File: config.mk
export PLATFORM = sky130hd
export DESIGN_NAME = traffic_light_ctrl_flat
export DESIGN_NICKNAME = d
export VERILOG_FILES = /design/src/rtl/traffic_pkg.sv /design/src/rtl/traffic_light_ctrl_if.sv /design/src/rtl/dwell_timer.sv /design/src/rtl/traffic_light_ctrl.sv /design/src/flat_wrapper.sv
export SDC_FILE = /design/constraint.sdc
export NUM_CORES = 1
export LEC_CHECK = 0
export BUFFER_PORTS_ARGS = -buffer_cell sky130_fd_sc_hd__buf_2
export CAP_MARGIN = 10
export CELL_PAD_IN_SITES_DETAIL_PLACEMENT = 1
export CELL_PAD_IN_SITES_GLOBAL_PLACEMENT = 2
export CORE_MARGIN = 2
export CORE_UTILIZATION = 34
export CTS_BUF_LIST = sky130_fd_sc_hd__clkbuf_8 sky130_fd_sc_hd__clkbuf_16
export DETAILED_ROUTE_END_ITERATION = 8
export PLACE_DENSITY = 0.91
export SETUP_SLACK_MARGIN = 0.5
export SLEW_MARGIN = 20
export SYNTH_ARGS = -nofsm -noshare
export SYNTH_HDL_FRONTEND = slang
export SYNTH_SLANG_ARGS = --single-unit
export TNS_END_PERCENT = 1
File: constraint.sdc
create_clock -name clk -period 3.3 [get_ports clk]
set_clock_uncertainty 0.1 [all_clocks]
set_input_delay 0.165 -clock clk [delete_from_list [all_inputs] [get_ports clk]]
set_output_delay 0.165 -clock clk [all_outputs]
set_load 0.02 [all_outputs]
File: src/rtl/traffic_pkg.sv
// Shared definitions for the traffic light controller.
//   - state_e : FSM state codes (also driven out on state_dbg)
//   - light_t : {R,Y,G} one-hot lamp code and its three legal values
//   - DEF_*   : default dwell timer width and phase durations (clk cycles)
package traffic_pkg;

  typedef enum logic [2:0] {
    S_MG   = 3'd0,
    S_MY   = 3'd1,
    S_WALK = 3'd2,
    S_SG   = 3'd3,
    S_SY   = 3'd4,
    S_PROG = 3'd5
  } state_e;

  typedef logic [2:0] light_t;

  localparam light_t LT_RED = 3'b100;
  localparam light_t LT_YEL = 3'b010;
  localparam light_t LT_GRN = 3'b001;

  localparam int DEF_CNT_W    = 8;
  localparam int DEF_T_MAIN_G = 20;
  localparam int DEF_T_SIDE_G = 10;
  localparam int DEF_T_EXT    = 5;
  localparam int DEF_T_YEL    = 3;
  localparam int DEF_T_WALK   = 8;

endpackage

File: src/rtl/traffic_light_ctrl_if.sv
// Signal bundle between the input synchroniser / lamp drivers and the
// traffic light controller.
//   inputs to controller : sensor_sync, wr_sync, prog_sync
//   outputs              : main_light, side_light, walk_lamp,
//                          walk_pending, state_dbg
// There is no valid/ready handshake: every signal is a level that is
// meaningful on every clock cycle. Inputs are sampled on each posedge;
// outputs change only just after a posedge and depend on registers only.
interface traffic_light_ctrl_if;
  import traffic_pkg::*;

  logic       sensor_sync;
  logic       wr_sync;
  logic       prog_sync;
  light_t     main_light;
  light_t     side_light;
  logic       walk_lamp;
  logic       walk_pending;
  logic [2:0] state_dbg;

  // master: the environment driving the controller
  modport master (
    output sensor_sync, wr_sync, prog_sync,
    input  main_light, side_light, walk_lamp, walk_pending, state_dbg
  );

  // slave: the controller itself
  modport slave (
    input  sensor_sync, wr_sync, prog_sync,
    output main_light, side_light, walk_lamp, walk_pending, state_dbg
  );
endinterface

File: src/rtl/dwell_timer.sv
// Phase dwell down-counter.
//   clk, reset : clock, synchronous active-high reset (count <= RST_VAL)
//   i_load     : load i_load_val this cycle (wins over decrement)
//   i_load_val : value to load (dwell - 1)
//   o_count    : current count
//   o_zero     : count is zero (last cycle of the phase)
// The counter holds at zero instead of wrapping.
module dwell_timer #(
  parameter int               CNT_W   = 8,
  parameter logic [CNT_W-1:0] RST_VAL = '0
) (
  input  logic             clk,
  input  logic             reset,
  input  logic             i_load,
  input  logic [CNT_W-1:0] i_load_val,
  output logic [CNT_W-1:0] o_count,
  output logic             o_zero
);

  logic [CNT_W-1:0] r_count;

  always_ff @(posedge clk) begin
    if (reset) begin
      r_count <= RST_VAL;
    end else if (i_load) begin
      r_count <= i_load_val;
    end else if (r_count != '0) begin
      r_count <= r_count - CNT_W'(1);
    end
  end

  assign o_count = r_count;
  assign o_zero  = (r_count == '0);

endmodule

File: src/rtl/traffic_light_ctrl.sv
// Moore controller for one intersection: main-street lights, side-street
// lights and pedestrian walk lamp.
//   clk, reset : clock, synchronous active-high reset
//   bus        : traffic_light_ctrl_if.slave
//                in : sensor_sync, wr_sync, prog_sync (already synchronised)
//                out: main_light, side_light ({R,Y,G} one-hot), walk_lamp,
//                     walk_pending, state_dbg (current state code)
// Sequence MG -> MY -> [WALK] -> SG -> SY -> MG; prog_sync parks the
// intersection in all-red (PROG) from any state.
module traffic_light_ctrl
  import traffic_pkg::*;
#(
  parameter int CNT_W    = DEF_CNT_W,
  parameter int T_MAIN_G = DEF_T_MAIN_G,
  parameter int T_SIDE_G = DEF_T_SIDE_G,
  parameter int T_EXT    = DEF_T_EXT,
  parameter int T_YEL    = DEF_T_YEL,
  parameter int T_WALK   = DEF_T_WALK
) (
  input  logic                 clk,
  input  logic                 reset,
  traffic_light_ctrl_if.slave  bus
);

  localparam logic [CNT_W-1:0] L_MAIN_G = CNT_W'(T_MAIN_G - 1);
  localparam logic [CNT_W-1:0] L_SIDE_G = CNT_W'(T_SIDE_G - 1);
  localparam logic [CNT_W-1:0] L_EXT    = CNT_W'(T_EXT - 1);
  localparam logic [CNT_W-1:0] L_YEL    = CNT_W'(T_YEL - 1);
  localparam logic [CNT_W-1:0] L_WALK   = CNT_W'(T_WALK - 1);

  state_e           r_state;
  logic             r_walk_pending;
  logic             r_ext_done;
  logic             r_sensor_seen;

  state_e           w_state_nxt;
  logic             w_wp_nxt;
  logic             w_ext_nxt;
  logic             w_seen_nxt;
  logic             w_to_walk;
  logic             w_load;
  logic [CNT_W-1:0] w_load_val;
  logic [CNT_W-1:0] w_count;
  logic             w_zero;
  logic             w_last;
  logic             w_sg_seen;

  dwell_timer #(
    .CNT_W   (CNT_W),
    .RST_VAL (L_MAIN_G)
  ) u_timer (
    .clk        (clk),
    .reset      (reset),
    .i_load     (w_load),
    .i_load_val (w_load_val),
    .o_count    (w_count),
    .o_zero     (w_zero)
  );

  assign w_last = w_zero & ~|w_count;

  // A car seen on the final side-green cycle still earns the extension.
  assign w_sg_seen = r_sensor_seen | bus.sensor_sync;

  always_ff @(posedge clk) begin
    if (reset) begin
      r_state        <= S_MG;
      r_walk_pending <= 1'b0;
      r_ext_done     <= 1'b0;
      r_sensor_seen  <= 1'b0;
    end else begin
      r_state        <= w_state_nxt;
      r_walk_pending <= w_wp_nxt;
      r_ext_done     <= w_ext_nxt;
      r_sensor_seen  <= w_seen_nxt;
    end
  end

  always_comb begin
    w_state_nxt = r_state;
    w_load      = 1'b0;
    w_load_val  = L_MAIN_G;
    w_ext_nxt   = r_ext_done;
    w_seen_nxt  = r_sensor_seen;
    w_to_walk   = 1'b0;
    if (bus.prog_sync) begin
      w_state_nxt = S_PROG;
      w_load      = (r_state != S_PROG);
      w_load_val  = '0;
    end else begin
      case (r_state)
        S_MG: if (w_last) begin
          w_state_nxt = S_MY;
          w_load      = 1'b1;
          w_load_val  = L_YEL;
        end
        S_MY: if (w_last) begin
          w_load = 1'b1;
          if (r_walk_pending) begin
            w_state_nxt = S_WALK;
            w_load_val  = L_WALK;
            w_to_walk   = 1'b1;
          end else begin
            w_state_nxt = S_SG;
            w_load_val  = L_SIDE_G;
          end
        end
        S_WALK: if (w_last) begin
          w_state_nxt = S_SG;
          w_load      = 1'b1;
          w_load_val  = L_SIDE_G;
        end
        S_SG: begin
          w_seen_nxt = w_sg_seen;
          if (w_last) begin
            w_load = 1'b1;
            if (w_sg_seen && !r_ext_done) begin
              w_load_val = L_EXT;
              w_ext_nxt  = 1'b1;
            end else begin
              w_state_nxt = S_SY;
              w_load_val  = L_YEL;
            end
          end
        end
        S_SY: if (w_last) begin
          w_state_nxt = S_MG;
          w_load      = 1'b1;
          w_load_val  = L_MAIN_G;
          w_ext_nxt   = 1'b0;
          w_seen_nxt  = 1'b0;
        end
        // S_PROG released, or an illegal code: restart main green.
        default: begin
          w_state_nxt = S_MG;
          w_load      = 1'b1;
          w_load_val  = L_MAIN_G;
          w_ext_nxt   = 1'b0;
          w_seen_nxt  = 1'b0;
        end
      endcase
    end
  end

  // Walk latch: servicing (MY->WALK) beats a same-cycle request; requests
  // are ignored while walking or parked.
  always_comb begin
    w_wp_nxt = r_walk_pending;
    if (r_state == S_PROG || w_to_walk) begin
      w_wp_nxt = 1'b0;
    end else if (bus.wr_sync && r_state != S_WALK) begin
      w_wp_nxt = 1'b1;
    end
  end

  // Lamp decode from the state register only.
  always_comb begin
    bus.main_light = LT_RED;
    bus.side_light = LT_RED;
    bus.walk_lamp  = 1'b0;
    case (r_state)
      S_MG:    bus.main_light = LT_GRN;
      S_MY:    bus.main_light = LT_YEL;
      S_WALK:  bus.walk_lamp  = 1'b1;
      S_SG:    bus.side_light = LT_GRN;
      S_SY:    bus.side_light = LT_YEL;
      default: ;
    endcase
  end

  assign bus.walk_pending = r_walk_pending;
  assign bus.state_dbg    = r_state;

endmodule

File: src/flat_wrapper.sv
// flat-port wrapper written by rule: the top's interface ports become plain ports
module traffic_light_ctrl_flat import traffic_pkg::*;
#(
  parameter int CNT_W    = DEF_CNT_W,
  parameter int T_MAIN_G = DEF_T_MAIN_G,
  parameter int T_SIDE_G = DEF_T_SIDE_G,
  parameter int T_EXT    = DEF_T_EXT,
  parameter int T_YEL    = DEF_T_YEL,
  parameter int T_WALK   = DEF_T_WALK
)
  (clk, reset, bus_sensor_sync, bus_wr_sync, bus_prog_sync, bus_main_light, bus_side_light, bus_walk_lamp, bus_walk_pending, bus_state_dbg);
  traffic_light_ctrl_if bus_i ();
  input  logic clk;
  input  logic reset;
  input wire logic [$bits(bus_i.sensor_sync)-1:0] bus_sensor_sync;
  input wire logic [$bits(bus_i.wr_sync)-1:0] bus_wr_sync;
  input wire logic [$bits(bus_i.prog_sync)-1:0] bus_prog_sync;
  output wire logic [$bits(bus_i.main_light)-1:0] bus_main_light;
  output wire logic [$bits(bus_i.side_light)-1:0] bus_side_light;
  output wire logic [$bits(bus_i.walk_lamp)-1:0] bus_walk_lamp;
  output wire logic [$bits(bus_i.walk_pending)-1:0] bus_walk_pending;
  output wire logic [$bits(bus_i.state_dbg)-1:0] bus_state_dbg;
  assign bus_i.sensor_sync = bus_sensor_sync;
  assign bus_i.wr_sync = bus_wr_sync;
  assign bus_i.prog_sync = bus_prog_sync;
  assign bus_main_light = bus_i.main_light;
  assign bus_side_light = bus_i.side_light;
  assign bus_walk_lamp = bus_i.walk_lamp;
  assign bus_walk_pending = bus_i.walk_pending;
  assign bus_state_dbg = bus_i.state_dbg;
  traffic_light_ctrl #(.CNT_W(CNT_W), .T_MAIN_G(T_MAIN_G), .T_SIDE_G(T_SIDE_G), .T_EXT(T_EXT), .T_YEL(T_YEL), .T_WALK(T_WALK)) u_core (.clk(clk), .reset(reset), .bus(bus_i));
endmodule
==> Flow_metrics.wiki <==
{| class="wikitable"
! Metric !! Value
|-
| Outcome || finished clean
|-
| # clock sinks || 14
|-
| Seq cells post-synth || 14
|-
| Data arrival at the endpoint of the critical path || 2.39 ns
|-
| Net switching power || 166 uW
|-
| Root buf cell || clkbuf_8
|-
| Depth of the CTS H-tree || 1
|-
| Insertion delay to the later sink of the worst-skew pair || 0.25 ns
|-
| Total Power Consumption || 500 uW
|-
| Metal1 wirelength || 1.39 mm
|-
| Starting density of the core || 35.3%
|-
| All-layer global routing usage || 19.6%
|-
| Final total negative setup slack || 0 ns
|-
| Post-Synthesis Cells || 120
|-
| Critical Setup Path Class || reg2reg
|-
| Internal power consumption || 333 uW
|-
| Reg area || 280 sq um
|-
| Detailed-route DRC error count || 0
|-
| Total gr overflow || 0
|-
| Number of nets in the layout || 142
|-
| Yosys top cell by area || dfxtp_1
|-
| CP Capture Type || flop
|-
| CTS tree || yes
|-
| Clock-pin slew on the worst setup and hold paths || 0.06 ns
|-
| Relative slew margins || 56.6%
|-
| Worst Path Required || 3.31 ns
|-
| Post-cts hold buffer count || 0
|-
| Final GP Congestion || 0.809
|-
| Number of pins with negative max-slew slack in the final report || 0
|-
| Area used by multi-input combinational logic || 628 sq um
|-
| Number of endpoints with negative hold slack in the final report || 0
|-
| Proportion of register bits with asynchronous set or reset after synthesis || 0%
|-
| Leakage component of the power || 0.000438 uW
|-
| Vias per cell || 6.07
|-
| Largest fanout of any net on the critical path || 7
|-
| Flop pwr share || 40.1%
|-
| Top routing layer used || met4
|-
| Number of buffers created by CTS || 3
|-
| Max VDD drop || 322 uV
|-
| Distinct cell type count after synthesis || 44
|-
| Wire length of the first global-routing pass || 5.01 mm
|-
| # fillers || 348
|-
| Ratio of cells with drive above 1 in the final layout || 21.6%
|-
| Most frequent cell after synthesis || dfxtp_1
|-
| Final critical path time including I/O delays and setup || 2.38 ns
|-
| Core footprint || 0.00271 sq mm
|-
| Unrepaired setup endpoints after global routing || false
|-
| Antenna fix cells || 0
|-
| Synthesized area divided by synthesized cell count || 7.98 sq um
|-
| Count of flip-flops with a built-in enable after synthesis || 0
|-
| DR WL met3 || 102 um
|-
| Part of the total power dissipated in combinational logic || 25.7%
|-
| Average wire per standard cell || 17.6 um
|-
| Cell Rows || 19
|-
| Top cell types by occurrence after synthesis || dfxtp_1, nor2_1, inv_1, o21ai_0
|-
| Buffer levels on the longest clock path || 2
|-
| DRC violation total after the first TritonRoute iteration || 23
|-
| Die footprint || 0.00326 sq mm
|-
| Post-cts repair resize count || 0
|-
| Max Clk Rate || 420 MHz
|-
| Part of the power in the clock network || 34.2%
|-
| Drt pass-1 iters || 4
|-
| IO Port Bufs || 15
|-
| Ratio of total power to cell area || 451 mW/mm^2
|-
| Fraction of post-synthesis cell area in the top cell type by area || 29.3%
|-
| Count of warnings emitted by yosys || 0
|-
| Total setup violations reported at the end of the flow || 0
|-
| Netlist Area Pre-Place || 957 sq um
|-
| Classification of the worst-slack hold path || in2reg
|-
| Final wirelength || 2.90 mm
|-
| Share of synthesized area occupied by flip-flops and latches || 29.3%
|-
| Critical Path Start Type || flop
|-
| HPWL after detailed placement || 2.08 mm
|-
| Final Cycle Share || 72.2%
|-
| Routed Antenna Nets || 0
|-
| Initial antenna violation count || 0
|-
| Ranking of synthesized cells by area || dfxtp_1, nor2_1, o21ai_0, a211oi_1, a21oi_1
|-
| Synthesis-to-layout area growth || 15.7%
|-
| Die W || 57.1 um
|-
| Sw frac || 33.3%
|-
| Worst-margin pin slew || 0.650 ns
|-
| Num ports || 16
|-
| Vias in the first global route || 999
|-
| Number of violations of the max-capacitance limit || 0
|-
| Met2 routed wirelength || 1.36 mm
|-
| R2R Setup Slk || 0.92 ns
|-
| Via count || 1,002
|-
| Synthesized Nets || 127
|-
| Post-CTS setup buffer count || 0
|-
| Die Height || 57.1 um
|-
| Maximum number of pins on one net before global-route repair || 17
|-
| Top flip-flop cell by instance count after synthesis || dfxtp_1
|}
==> per-layer routing <==
layer | vias to the layer above | track usage (%)
met5 | - | 0
met4 | 0 | 8.64
met3 | 6 | 3.17
met2 | 28 | 31.7
met1 | 488 | 25.7
li1 | 480 | -
==> power by group through the flow <==
stage	registers, uW	logic [uW]	clock network [uW]
final	201	128	171
after detailed placement	204	125	0
after global routing	202	143	185
after global placement	203	124	0
after floorplan	198	95.1	0
after CTS	200	128	174
==> state kept, by name, summed over array words and instances, names as in the netlist <==
name	cells
u_core.r_ext_done	1
u_core.bus.walk_pending	1
u_core.r_sensor_seen	1
u_core.u_timer.o_count	8
u_core.bus.state_dbg	3
==> final cells by class <==
type | instances | share of cell area, %
timing repair buffer | 15 | 6.78
sequential | 14 | 25.3
multi-input combinational | 93 | 56.7
inverter | 8 | 2.71
clock buffer | 4 | 4.97
tap | 31 | 3.50
==> worst paths after layout <==
kind                                                start                   endpoint  depth (start not counted)
worst max-delay path            u_core.u_timer.o_count[0]  u_core.u_timer.o_count[0]                          6
worst min-delay path                          bus_wr_sync    u_core.bus.walk_pending                          3
worst min register to register          u_core.r_ext_done          u_core.r_ext_done                          2
worst max register to register  u_core.u_timer.o_count[0]  u_core.u_timer.o_count[0]                          6
==> worst max-delay path, cell delays in order (launching register included) <==
cell	delay, ns
dfxtp_1	0.36
inv_1	0.10
ha_1	0.22
nor3b_1	0.57
nand2_1	0.34
o31ai_1	0.39
o21ai_1	0.16
==> cells in the final DEF, fill, tap and decap left out, types with 2 or more instances in the layout <==
master / n
a211oi_1: 5
o21bai_1: 2
nand2b_1: 2
dfxtp_1: 14
a21oi_1: 7
xnor2_1: 2
nand2_1: 3
nand3_1: 3
o21a_1: 2
xor2_1: 2
clkbuf_8: 4
nor3b_1: 2
mux2i_1: 2
inv_1: 8
ha_1: 2
buf_2: 15
o21ai_0: 8
nor2_1: 12
a31oi_1: 2
and3_1: 2
nor3_1: 7
a2111oi_2: 2
o211ai_1: 2
o31ai_1: 4
==> per-stage QoR <==
stage                     std cells  cell area (sq um)  util [%]  hold slack (ns)  setup slack (ns)
final                           165               1110      40.9            0.120             0.918
after global routing            165               1110      40.9            0.154             0.776
after CTS                       165               1110      40.9            0.117             0.965
after detailed placement        161               1050      38.8            0.369              1.13
after global placement          161               1050      38.8            0.358              1.33
after floorplan                 120                957         -            0.248              1.48
==> kinds of logic after synthesis <==
logic type,synth area share (%)
AO/OA/AOI/OAI,32.2
AND/OR/NAND/NOR,25.1
flip-flops,29.3
buffers and inverters,5.10
XOR/XNOR,3.66
multiplexers,2.09
adder cells (fa/ha/maj),2.61
Power figures use the tool's default switching activity.
